$ cat src/rtl/log2_pkg.sv
// Shared types and helpers for the iterative fixed-point log2 unit.
package log2_pkg;

  typedef enum logic [1:0] {
    IDLE = 2'd0,
    ITER = 2'd1,
    DONE = 2'd2
  } log2_state_t;

  // Result is {integer part, fraction}.
  function automatic int res_width(input int log_width, input int frac_bits);
    return log_width + frac_bits;
  endfunction

endpackage

$ cat src/rtl/prio_enc.sv
// Highest-set-bit priority encoder; zero flags an all-zero input.
module prio_enc #(
  parameter int WIDTH     = 8,
  parameter int LOG_WIDTH = $clog2(WIDTH)
) (
  input  logic [WIDTH-1:0]     din,
  output logic [LOG_WIDTH-1:0] idx,
  output logic                 zero
);

  always_comb begin
    // NOTE: default assignment first keeps this block purely combinational (no latch).
    idx = '0;
    for (int i = 0; i < WIDTH; i++) begin
      if (din[i]) idx = LOG_WIDTH'(i);
    end
  end

  assign zero = ~|din;

endmodule

$ cat src/rtl/log2_frac.sv
// Sequential fixed-point log2: integer part by priority encode, then one
// fraction bit per cycle by repeated squaring of the normalised mantissa.
module log2_frac
  import log2_pkg::*;
#(
  parameter int WIDTH     = 8,
  parameter int FRAC_BITS = 4,
  parameter int LOG_WIDTH = $clog2(WIDTH)
) (
  input  logic                                        i_clk,
  input  logic                                        i_rst_n,
  input  logic                                        i_valid,
  output logic                                        o_ready,
  input  logic [WIDTH-1:0]                            i_din,
  output logic                                        o_valid,
  input  logic                                        i_ready,
  output logic [res_width(LOG_WIDTH, FRAC_BITS)-1:0]  o_dout,
  output logic                                        o_zero
);

  localparam int RW = res_width(LOG_WIDTH, FRAC_BITS);
  localparam int CW = (FRAC_BITS > 1) ? $clog2(FRAC_BITS) : 1;

  log2_state_t          state;
  logic [CW-1:0]        cnt;
  logic [WIDTH-1:0]     m;
  logic [LOG_WIDTH-1:0] k;
  logic [LOG_WIDTH-1:0] sh;
  logic                 din_zero;
  logic [2*WIDTH-1:0]   p;
  logic [WIDTH-1:0]     m_next;
  logic                 fbit;
  logic                 last;
  logic                 unused_lsbs;

  prio_enc #(
    .WIDTH    (WIDTH),
    .LOG_WIDTH(LOG_WIDTH)
  ) u_enc (
    .din (i_din),
    .idx (k),
    .zero(din_zero)
  );

  assign sh = LOG_WIDTH'(WIDTH - 1) - k;

  // m is Q1.(WIDTH-1) in [1,2), so m*m is in [1,4); the top bit says >= 2.
  assign p           = {{WIDTH{1'b0}}, m} * {{WIDTH{1'b0}}, m};
  assign fbit        = p[2*WIDTH-1];
  assign m_next      = fbit ? p[2*WIDTH-1:WIDTH] : p[2*WIDTH-2:WIDTH-1];
  assign unused_lsbs = ^p[WIDTH-2:0];
  assign last        = (int'(cnt) == FRAC_BITS - 1);

  assign o_ready = (state == IDLE);
  assign o_valid = (state == DONE);

  // NOTE: non-blocking assignments so every register samples pre-edge values.
  always_ff @(posedge i_clk or negedge i_rst_n) begin
    if (!i_rst_n) begin
      state  <= IDLE;
      cnt    <= '0;
      m      <= '0;
      o_dout <= '0;
      o_zero <= 1'b0;
    end else begin
      case (state)
        IDLE: begin
          if (i_valid) begin
            cnt <= '0;
            if (din_zero) begin
              m      <= '0;
              o_dout <= '0;
              o_zero <= 1'b1;
              state  <= DONE;
            end else begin
              m      <= i_din << sh;
              o_dout <= RW'(k);
              o_zero <= 1'b0;
              state  <= (FRAC_BITS == 0) ? DONE : ITER;
            end
          end
        end
        ITER: begin
          // Integer part drifts up to the MSBs as fraction bits shift in below.
          m      <= m_next;
          o_dout <= (o_dout << 1) | RW'(fbit);
          cnt    <= cnt + CW'(1);
          if (last) state <= DONE;
        end
        DONE: begin
          if (i_ready) state <= IDLE;
        end
        default: state <= IDLE;
      endcase
    end
  end

endmodule

$ cat config.mk
export PLATFORM = sky130hd
export DESIGN_NAME = log2_frac
export DESIGN_NICKNAME = d
export VERILOG_FILES = /design/src/rtl/log2_pkg.sv /design/src/rtl/prio_enc.sv /design/src/rtl/log2_frac.sv
export SDC_FILE = /design/constraint.sdc
export NUM_CORES = 1
export LEC_CHECK = 0
export BUFFER_PORTS_ARGS = -buffer_cell sky130_fd_sc_hd__buf_4
export CELL_PAD_IN_SITES_DETAIL_PLACEMENT = 1
export CELL_PAD_IN_SITES_GLOBAL_PLACEMENT = 1
export CORE_ASPECT_RATIO = 0.9
export CORE_MARGIN = 4
export CORE_UTILIZATION = 49
export CTS_CLUSTER_SIZE = 25
export DETAILED_ROUTE_END_ITERATION = 12
export GPL_TIMING_DRIVEN = 0
export PLACE_DENSITY_LB_ADDON = 0.1
export SLEW_MARGIN = 15
export SYNTH_ARGS = -nofsm -noshare
export SYNTH_HDL_FRONTEND = slang
export SYNTH_SLANG_ARGS = --single-unit
$ cat constraint.sdc
create_clock -name i_clk -period 10.4 [get_ports i_clk]
set_input_delay 1.56 -clock i_clk [delete_from_list [all_inputs] [get_ports i_clk]]
set_output_delay 1.56 -clock i_clk [all_outputs]
set_load 0.05 [all_outputs]
==> run_results.csv, run 1 <==
group,metric,value,unit
status,run_status,"complete, no violations",
route,via_count,2474,
sta,worst_clock_skew,0.006080,ns
sta,achievable_frequency,194.4,MHz
sta,finalSetupViolations,0,
logic_synthesis,yosys_warnings,0,
worst_hold_path,hold_path.class,"reg2reg",
sta,max_slew_violation_count,0,
worst_setup_path,critical_path.startpoint_type,"register",
route,drt-total-wl,7.342,mm
worst_setup_path,crit_path_max_fanout,9,
run,drv.max_cap_violation_count,0,
sta,finalCritPeriodShare,49.46,%
worst_setup_path,cp_slowest_cell,"sky130_fd_sc_hd__dfrtp_1",
clock_tree,post-cts-setup-buffers,0,
global_routing,antenna_found_initial,0,
floorplan,design.die.area,0.007139,mm2
logic_synthesis,synthesis.instances,338,
worst_setup_path,r2r_cells,16,
sta,fin_hold_viols,0,
logic_synthesis,synth_seq_area_share,17.46,%
worst_setup_path,crit_path_cell_trace,"inv_1, nor2_1, fa_1, fa_1, inv_1, fa_1, fa_1, inv_1, ha_1, and2_1, and3_1, a221o_1, a31oi_1, mux2i_1, nand2b_1, o2111ai_1",
layout,layout_commonest_cell,"sky130_fd_sc_hd__inv_1",
place,pre_cts_setup_slack,5.282,ns
layout,areaGrowthSynthToFinish,10.26,%
route,drt_drc_violations_left,0,
place,finalWeightedCongestion,0.8203,
sta,final_critical_path_setup_slack,5.256,ns
global_routing,number_of_global_route_vias_before_repair,2760,
worst_setup_path,cp_endpoint_kind,"register",
worst_setup_path,cp.required,10.54,ns
floorplan,initial_core_util,50.64,%
sta,slew-limit-headroom,60.21,%
worst_setup_path,critical_path_depth,16,
global_routing,globalRoute.totalOverflow,0,
logic_synthesis,synthArstFlopShare,100.0,%
logic_synthesis,syn-cell-area,0.002866,mm2
layout,num-nets-final,427,
clock_tree,cts-htree-levels,1,
logic_synthesis,ys_dominant_reg_cell,"sky130_fd_sc_hd__dfrtp_1",
global_routing,first_pass_grt_wire_length,12.57,mm
global_routing,grt_start_max_net_pins,21,
clock_tree,cts_hold_buf,0,
worst_setup_path,endpoint,"m[6]",
clock_tree,clock-root-buffer,"sky130_fd_sc_hd__clkbuf_8",
place,buffers_added_on_ports,18,
worst_setup_path,critPathKind,"reg2reg",
worst_setup_path,cpPeakStageDelay,0.57,ns
logic_synthesis,synth_fp_nets,404,
clock_tree,worstSkewPairLatency,0.26,ns
clock_tree,max-clock-path-buffers,2,
floorplan,fp-row-count,26,
global_routing,grtUsageTotal,22.27,%
sta,fin_crit,5.144,ns
route,drt_pass1_iterations,6,
floorplan,core_area,0.005660,mm2
route,route.detailed.wl_per_inst,17.07,um
worst_setup_path,timing.critical_path.from,"m[5]",
floorplan,ios,22,
layout,final_cell_mix,"sky130_fd_sc_hd__inv_1, sky130_fd_sc_hd__ha_1, sky130_fd_sc_hd__nor2_1",
logic_synthesis,synthDistinctLibCells,55,
place,hpwl,5.870,mm
worst_setup_path,critical_path.n_buffers_inverters,3,
clock_tree,tritoncts.num_buffers,3,
worst_setup_path,worst_r2r_endpoint,"m[6]",
route,vias_cell,5.753,
logic_synthesis,synth-edff-count,0,
layout,n_antenna_cell,0,
route,postRouteAntennaNets,0,
clock_tree,tritoncts_clock_tree,"done",
sta,grt_setup_unrepaired,"false",
sta,worst-slew-pin-transition,0.5919,ns
worst_setup_path,critical-path-top-delay-family,"adder cells",
worst_setup_path,worst_reg_to_reg_setup_slack,5.26,ns
layout,nFillCells,703,
clock_tree,numClockSinks,20,
logic_synthesis,synth-seq-cells,20,
logic_synthesis,synthesis.area_per_instance,8.481,um2
sta,totalNegativeSetupSlack,0,ns
worst_setup_path,timing.critical_path.arrival,5.28,ns
layout,fraction_of_layout_cells_with_a_size_suffix_above_1,8.889,%
worst_setup_path,critical_path.reg2reg.startpoint,"m[5]",
worst_setup_path,critical-path-top-cell-by-count,"sky130_fd_sc_hd__fa_1",
floorplan,die_y,80.56,um
floorplan,die_w,88.62,um
route,dr.first_iter.drc_count,73,
clock_tree,cts-resized-gates,0,
clock_tree,clk_transition_reported_paths,0.08,ns
[cells by family (layout without fill, tap and decap cells)]
group | Yosys count | in the layout | share of synthesized area (%)
DFF | 20 | 20 | 17.46
buffers and inverters | 65 | 87 | 8.861
adders and majority gates | 54 | 54 | 29.86
muxes | 5 | 5 | 1.746
AOI/OAI and AO/OA | 82 | 82 | 20.34
and+or+nand+nor | 99 | 99 | 17.50
xor gates and xnor gates | 13 | 13 | 4.234
[area by class of cell]
class | count | area, um2 | share of cell area [%]
tap | 70 | 87.58 | 2.771
timing repair buffer | 18 | 135.1 | 4.276
clock buffer | 3 | 41.29 | 1.306
inverter | 51 | 191.4 | 6.057
sequential | 20 | 500.5 | 15.84
multi-input combinational | 253 | 2112 | 66.83
clock inverter | 1 | 30.03 | 0.9501
buffer | 14 | 62.56 | 1.979
[per-layer routing]
metal / wire (um) / share of wire (%) / track usage (%)
met1: 3172 / 43 / 26.38
met3: 276 / 3.8 / 2.974
met2: 3759 / 51 / 41.62
met5: 0 / 0 / 0
met4: 133 / 1.8 / 5.589
[registers in the layout, indices dropped and copies added (netlist names)]
name / count
state: 2
o_dout: 7
o_zero: 1
m: 8
cnt: 2
[metrics by stage]
stage	cells	area (um2)	hold slack (ns)	util, %
final	430	3161	0.5080	55.84
after CTS	430	3161	0.5142	55.84
after floorplan	338	2867	0.4677	-
after global routing	430	3161	0.5277	55.84
after global placement	426	3089	0.4874	54.58
after detailed placement	426	3089	0.4878	54.58
[worst min-delay path by stage]
stage	start	to	depth (start not counted)
2_1_floorplan	cnt[0]	cnt[0]	1
3_3_place_gp	cnt[1]	cnt[1]	1
3_5_place_dp	o_dout[6]	o_dout[6]	1
4_1_cts	o_dout[6]	o_dout[6]	1
5_1_grt	cnt[0]	cnt[0]	1
6_report	cnt[0]	cnt[0]	1
[Yosys cell counts, types with 6 or more instances]
| cell type | n | share of area (%) |
|---|---|---|
| sky130_fd_sc_hd__ha_1 | 30 | 13 |
| sky130_fd_sc_hd__clkbuf_1 | 11 | 1.4 |
| sky130_fd_sc_hd__and2_1 | 19 | 4.1 |
| sky130_fd_sc_hd__xnor2_1 | 7 | 2.1 |
| sky130_fd_sc_hd__fa_1 | 24 | 17 |
| sky130_fd_sc_hd__nor2_1 | 27 | 3.5 |
| sky130_fd_sc_hd__a21oi_1 | 25 | 4.4 |
| sky130_fd_sc_hd__a22o_1 | 6 | 1.8 |
| sky130_fd_sc_hd__nand2_1 | 23 | 3.0 |
| sky130_fd_sc_hd__o22ai_1 | 6 | 1.3 |
| sky130_fd_sc_hd__dfrtp_1 | 20 | 17 |
| sky130_fd_sc_hd__o21ai_0 | 9 | 1.6 |
| sky130_fd_sc_hd__inv_1 | 50 | 6.5 |
Power of run 1 is not shown: default switching activity piles up to over one toggle a cycle in this logic, so the estimate is an artifact.
==> run 2, diff against run 1 <==
- ABC_AREA: not set -> 1
- CORE_UTILIZATION: 49 -> 45
- clock period: 10.4 -> 5.3 ns (I/O delays scaled with it)
==> run_results.csv, run 2 <==
group,metric,value,unit
status,run_status,"complete, no violations",
worst_hold_path,hold_path.class,"in2async",
worst_setup_path,critical-path-top-delay-family,"adder cells",
worst_setup_path,cpPeakStageDelay,0.56,ns
global_routing,grtUsageTotal,21.00,%
clock_tree,post-cts-setup-buffers,0,
logic_synthesis,synthTopCellsByCount,"sky130_fd_sc_hd__nand2_1, sky130_fd_sc_hd__inv_1, sky130_fd_sc_hd__nand3_1, sky130_fd_sc_hd__nor2_1, sky130_fd_sc_hd__ha_1",
worst_setup_path,critical_path.startpoint_type,"register",
layout,num-nets-final,578,
clock_tree,max-clock-path-buffers,2,
floorplan,ios,22,
logic_synthesis,ys_dominant_reg_cell,"sky130_fd_sc_hd__dfrtp_1",
logic_synthesis,dominant_cell_by_count_in_the_synthesized_netlist,"sky130_fd_sc_hd__nand2_1",
layout,finalCoreUtilization,50.84,%
place,pre_cts_setup_slack,0.2958,ns
place,finalWeightedCongestion,0.8436,
clock_tree,clk_transition_reported_paths,0.08,ns
logic_synthesis,largest_cells_by_area_after_synthesis,"sky130_fd_sc_hd__nand2_1, sky130_fd_sc_hd__dfrtp_1, sky130_fd_sc_hd__fa_1, sky130_fd_sc_hd__inv_1, sky130_fd_sc_hd__ha_1",
worst_setup_path,timing.critical_path.arrival,5.04,ns
route,drt_drc_violations_left,0,
clock_tree,cts-htree-levels,1,
layout,reg.largest.list,"m: 8 flops, o_dout: 7 flops",
logic_synthesis,netlist.top_cell.by_area,"sky130_fd_sc_hd__nand2_1",
sta,worst_clock_skew,0.001152,ns
sta,slew-limit-headroom,67.95,%
logic_synthesis,synthArstFlopShare,100.0,%
layout,areaGrowthSynthToFinish,10.03,%
logic_synthesis,synthesis.area_per_instance,6.727,um2
clock_tree,worstSkewPairLatency,0.27,ns
place,hpwl,7.633,mm
logic_synthesis,synthesis.instances,486,
global_routing,globalRouteMet2Util,34.92,%
worst_setup_path,critical_path.n_buffers_inverters,4,
global_routing,grt_busiest_layer,"met2",
route,drt-total-wl,8.824,mm
place,buffers_added_on_ports,21,
sta,grt_setup_unrepaired,"false",
layout,final_cell_mix,"sky130_fd_sc_hd__nand2_1, sky130_fd_sc_hd__inv_1, sky130_fd_sc_hd__nand3_1",
route,postRouteAntennaNets,0,
worst_setup_path,critical-path-top-cell-by-count,"sky130_fd_sc_hd__nand2_1",
layout,largest_register,"m",
worst_setup_path,critical_path.reg2reg.startpoint,"m[5]",
sta,fin_crit,4.842,ns
floorplan,initial_core_util,46.21,%
worst_setup_path,r2r_cells,21,
worst_setup_path,crit_path_max_fanout,10,
sta,worst-slew-pin-transition,0.4808,ns
floorplan,design.die.area,0.008695,mm2
place,place_area,0.003543,mm2
sta,achievable_frequency,206.5,MHz
run,drv.max_cap_violation_count,0,
clock_tree,cts_hold_buf,0,
route,drt_pass1_iterations,4,
worst_setup_path,critPathKind,"reg2reg",
logic_synthesis,yosys_warnings,0,
floorplan,die_y,88.86,um
sta,final_critical_path_setup_slack,0.4581,ns
clock_tree,tritoncts.num_buffers,3,
logic_synthesis,syn-cell-area,0.003269,mm2
sta,fin_hold_viols,0,
logic_synthesis,synth_fp_nets,552,
route,vias_cell,4.972,
logic_synthesis,synth_top_cell_area_share,15.38,%
global_routing,globalRoute.totalOverflow,0,
route,via_count,3003,
sta,finalSetupViolations,0,
sta,finalCritPeriodShare,91.36,%
clock_tree,tritoncts_clock_tree,"done",
logic_synthesis,synthDistinctLibCells,38,
global_routing,met1_usage,30.11,%
route,route.detailed.wl_per_inst,14.61,um
global_routing,first_pass_grt_wire_length,14.74,mm
layout,nFillCells,957,
worst_setup_path,worst_r2r_endpoint,"m[5]",
layout,largest_reg_flops,8,
sta,totalNegativeSetupSlack,0,ns
layout,n_antenna_cell,0,
logic_synthesis,synth-seq-cells,20,
worst_setup_path,critical_path_depth,21,
layout,finalInstanceArea,0.003597,mm2
clock_tree,numClockSinks,20,
clock_tree,clock-root-buffer,"sky130_fd_sc_hd__clkbuf_8",
floorplan,fp-row-count,29,
worst_setup_path,crit_path_cell_trace,"clkbuf_1, nand2_1, inv_1, fa_1, fa_1, inv_1, fa_1, fa_1, inv_1, ha_1, nand2_1, nand2_1, nand2_1, nand2_1, a21oi_4, nand3_1, nand2_4, nor2_1, nor2_1, nor2_1, nor2_1",
global_routing,antenna_found_initial,0,
layout,layout_commonest_cell,"sky130_fd_sc_hd__nand2_1",
floorplan,core_area,0.007076,mm2
layout,fraction_of_layout_cells_with_a_size_suffix_above_1,11.55,%
sta,max_slew_violation_count,0,
logic_synthesis,synth-edff-count,0,
worst_setup_path,cp_endpoint_kind,"register",
global_routing,grt_start_max_net_pins,21,
worst_setup_path,cp.required,5.50,ns
worst_setup_path,worst_reg_to_reg_setup_slack,0.46,ns
worst_setup_path,cp_slowest_cell,"sky130_fd_sc_hd__fa_1",
floorplan,die_w,97.85,um
global_routing,grt_use_met3,2.443,%
global_routing,number_of_global_route_vias_before_repair,3094,
route,dr.first_iter.drc_count,107,
logic_synthesis,synth_seq_area_share,15.31,%
clock_tree,cts-resized-gates,0,
==> run 2: cells by family after synthesis <==
family | Yosys count | synth area share, %
AO/OA/AOI/OAI | 41 | 8.266
XOR/XNOR | 11 | 2.947
adder cells (fa/ha/maj) | 54 | 26.18
buffers and inverters | 132 | 17.22
flip-flops | 20 | 15.31
AND/OR/NAND/NOR | 228 | 30.08
==> run 2: worst max path at each step <==
stage	start	end	slack, ns
CTS	m[4]	m[5]	0.28
global route	m[5]	m[5]	0.18
detailed placement	m[4]	m[5]	0.30
floorplan	m[4]	m[7]	0.78
global placement	m[4]	m[5]	0.39
finish	m[5]	m[5]	0.46
==> run 2: per-stage QoR <==
| stage | instances | hold slack, ns |
|---|---|---|
| after floorplan | 486 | 0.4497 |
| after global placement | 600 | 0.4696 |
| after detailed placement | 600 | 0.4880 |
| after CTS | 604 | 0.4016 |
| after global routing | 604 | 0.4099 |
| final | 604 | 0.3970 |
==> run 2: final cells by class <==
type / instances / area (um2) / share of cell area (%)
multi-input cells: 334 / 2206 / 61.32
flip-flops and latches: 20 / 500.5 / 13.91
inverters: 120 / 450.4 / 12.52
repair buffers: 21 / 157.7 / 4.383
well taps: 93 / 116.4 / 3.235
plain buffers: 12 / 111.4 / 3.096
clock buffers: 4 / 55.05 / 1.530
==> run 2: layer usage <==
metal	vias to the layer above	share of wire, %
met3	11	3.1
li1	1508	-
met2	45	47
met4	0	1.1
met5	-	0
met1	1439	49
==> run 2: worst register-to-register path, stage by stage (launching register included) <==
cell and delay [ns]:
sky130_fd_sc_hd__dfrtp_1 0.35, sky130_fd_sc_hd__clkbuf_1 0.38, sky130_fd_sc_hd__nand2_1 0.11, sky130_fd_sc_hd__inv_1 0.15
sky130_fd_sc_hd__fa_1 0.47, sky130_fd_sc_hd__fa_1 0.55, sky130_fd_sc_hd__inv_1 0.06, sky130_fd_sc_hd__fa_1 0.50
sky130_fd_sc_hd__fa_1 0.56, sky130_fd_sc_hd__inv_1 0.05, sky130_fd_sc_hd__ha_1 0.37, sky130_fd_sc_hd__nand2_1 0.15
sky130_fd_sc_hd__nand2_1 0.08, sky130_fd_sc_hd__nand2_1 0.06, sky130_fd_sc_hd__nand2_1 0.09, sky130_fd_sc_hd__a21oi_4 0.18
sky130_fd_sc_hd__nand3_1 0.14, sky130_fd_sc_hd__nand2_4 0.14, sky130_fd_sc_hd__nor2_1 0.06, sky130_fd_sc_hd__nor2_1 0.16
sky130_fd_sc_hd__nor2_1 0.09, sky130_fd_sc_hd__nor2_1 0.11
Power of run 2 is left out for the same reason.
==> run 3, diff against run 2 <==
- BUFFER_PORTS_ARGS: -buffer_cell sky130_fd_sc_hd__buf_4 -> -buffer_cell sky130_fd_sc_hd__clkbuf_2
==> run_results.csv, run 3 (synthesis results as in run 2) <==
group,metric,value,unit
worst_setup_path,critPathKind,"reg2reg",
worst_setup_path,critical_path.n_buffers_inverters,5,
clock_tree,clock-root-buffer,"sky130_fd_sc_hd__clkbuf_8",
place,finalWeightedCongestion,0.8313,
clock_tree,numClockSinks,20,
worst_setup_path,cp_slowest_cell,"sky130_fd_sc_hd__clkdlybuf4s50_2",
clock_tree,cts-resized-gates,0,
floorplan,fp-row-count,29,
layout,nFillCells,987,
layout,areaGrowthSynthToFinish,8.458,%
route,dr_wl_met2,3.887,mm
clock_tree,tritoncts.num_buffers,3,
clock_tree,clk_transition_reported_paths,0.07,ns
worst_setup_path,cp_endpoint_kind,"register",
route,drt_pass1_iterations,4,
layout,final_cell_mix,"sky130_fd_sc_hd__nand2_1, sky130_fd_sc_hd__inv_1, sky130_fd_sc_hd__nand3_1",
worst_setup_path,worst_r2r_endpoint,"m[6]",
sta,grt_setup_unrepaired,"false",
worst_hold_path,hold_path.class,"in2async",
layout,fraction_of_layout_cells_with_a_size_suffix_above_1,11.55,%
floorplan,design.die.area,0.008695,mm2
sta,final_critical_path_setup_slack,0.3329,ns
route,wl_met3,136,um
layout,finalCoreUtilization,50.11,%
route,drt-total-wl,8.279,mm
floorplan,die_w,97.85,um
floorplan,initial_core_util,46.21,%
clock_tree,worstSkewPairLatency,0.26,ns
layout,num-nets-final,578,
route,dr.first_iter.drc_count,80,
global_routing,antenna_found_initial,0,
route,highest-signal-layer,"met4",
sta,max_slew_violation_count,0,
route,vias_cell,4.892,
layout,largest_register,"m",
status,run_status,"complete, no violations",
sta,worst_clock_skew,0.001484,ns
run,drv.max_cap_violation_count,0,
worst_setup_path,crit_path_cell_trace,"clkdlybuf4s50_2, nand2_1, fa_1, inv_1, fa_1, fa_1, inv_1, fa_1, inv_1, ha_1, nand2_2, inv_2, nand2_1, nand2_1, a21oi_4, nand2_2, nand2_2, nand2_2, nand2_1, nand3_1, a21oi_1",
place,buffers_added_on_ports,21,
route,drt_drc_violations_left,0,
place,hpwl,7.328,mm
layout,multi_input_comb_area,0.002206,mm2
clock_tree,tritoncts_clock_tree,"done",
floorplan,die_y,88.86,um
clock_tree,post-cts-setup-buffers,0,
sta,achievable_frequency,201.3,MHz
sta,slew-limit-headroom,66.06,%
sta,finalCritPeriodShare,93.72,%
clock_tree,cts-htree-levels,1,
worst_setup_path,critical-path-top-delay-family,"adder cells",
layout,largest_reg_flops,8,
layout,area.sequential,500.5,um2
layout,reg.largest.list,"m: 8 flops, o_dout: 7 flops",
layout,layout_commonest_cell,"sky130_fd_sc_hd__nand2_1",
sta,totalNegativeSetupSlack,0,ns
global_routing,grtUsageTotal,19.99,%
floorplan,core_area,0.007076,mm2
floorplan,ios,22,
place,pre_cts_setup_slack,0.3853,ns
global_routing,grt_start_max_net_pins,21,
sta,fin_crit,4.967,ns
worst_setup_path,cp.required,5.46,ns
global_routing,first_pass_grt_wire_length,14.18,mm
global_routing,number_of_global_route_vias_before_repair,3020,
clock_tree,max-clock-path-buffers,2,
clock_tree,cts_hold_buf,0,
worst_setup_path,critical_path.startpoint_type,"register",
worst_setup_path,worst_reg_to_reg_setup_slack,0.33,ns
worst_setup_path,r2r_cells,21,
sta,fin_hold_viols,0,
worst_setup_path,cpPeakStageDelay,0.63,ns
layout,n_antenna_cell,0,
global_routing,globalRoute.totalOverflow,0,
route,postRouteAntennaNets,0,
worst_setup_path,crit_path_max_fanout,8,
route,route.detailed.wl_per_inst,13.71,um
worst_setup_path,critical_path.reg2reg.startpoint,"m[4]",
route,via_count,2955,
route,met1_wirelength,4.191,mm
sta,worst-slew-pin-transition,0.5091,ns
sta,finalSetupViolations,0,
worst_setup_path,timing.critical_path.arrival,5.13,ns
-- run 3: changes by cell type in the layout (fill, tap and decap cells not counted), sizes merged --
cell | previous run | this run
clkdlybuf4s50 | 0 | 1
buf | 26 | 5
clkbuf | 9 | 30
clkdlybuf4s18 | 1 | 0
-- run 3: routing by layer --
metal	vias to the layer above	global-route usage (%)
met5	-	0
met4	0	2.642
met3	6	1.812
met2	32	33.13
met1	1407	29.25
li1	1510	-
-- run 3: area by class of cell --
| type | instances | area share, % |
|---|---|---|
| plain buffers | 12 | 3.176 |
| clock buffers | 4 | 1.553 |
| inverters | 120 | 12.70 |
| multi-input cells | 334 | 62.21 |
| flip-flops and latches | 20 | 14.11 |
| well taps | 93 | 3.282 |
| repair buffers | 21 | 2.964 |
-- run 3: worst max-delay path by stage --
stage | cells after the start | to | startpoint | slack, ns
after floorplan | 19 | m[7] | m[4] | 0.78
after global placement | 22 | m[5] | m[4] | 0.39
after detailed placement | 21 | m[6] | m[4] | 0.39
after CTS | 21 | m[6] | m[4] | 0.34
after global routing | 21 | m[4] | m[4] | 0.006
final | 21 | m[6] | m[4] | 0.33
-- run 3: metrics by stage --
stage                     hold slack, ns  cells  instance area, um2
after floorplan                   0.4497    486                3269
after global placement            0.4697    600                3491
after detailed placement          0.4816    600                3491
after CTS                         0.5007    604                3546
after global routing              0.5183    604                3546
final                             0.4876    604                3546
Power of run 3 is left out for the same reason.
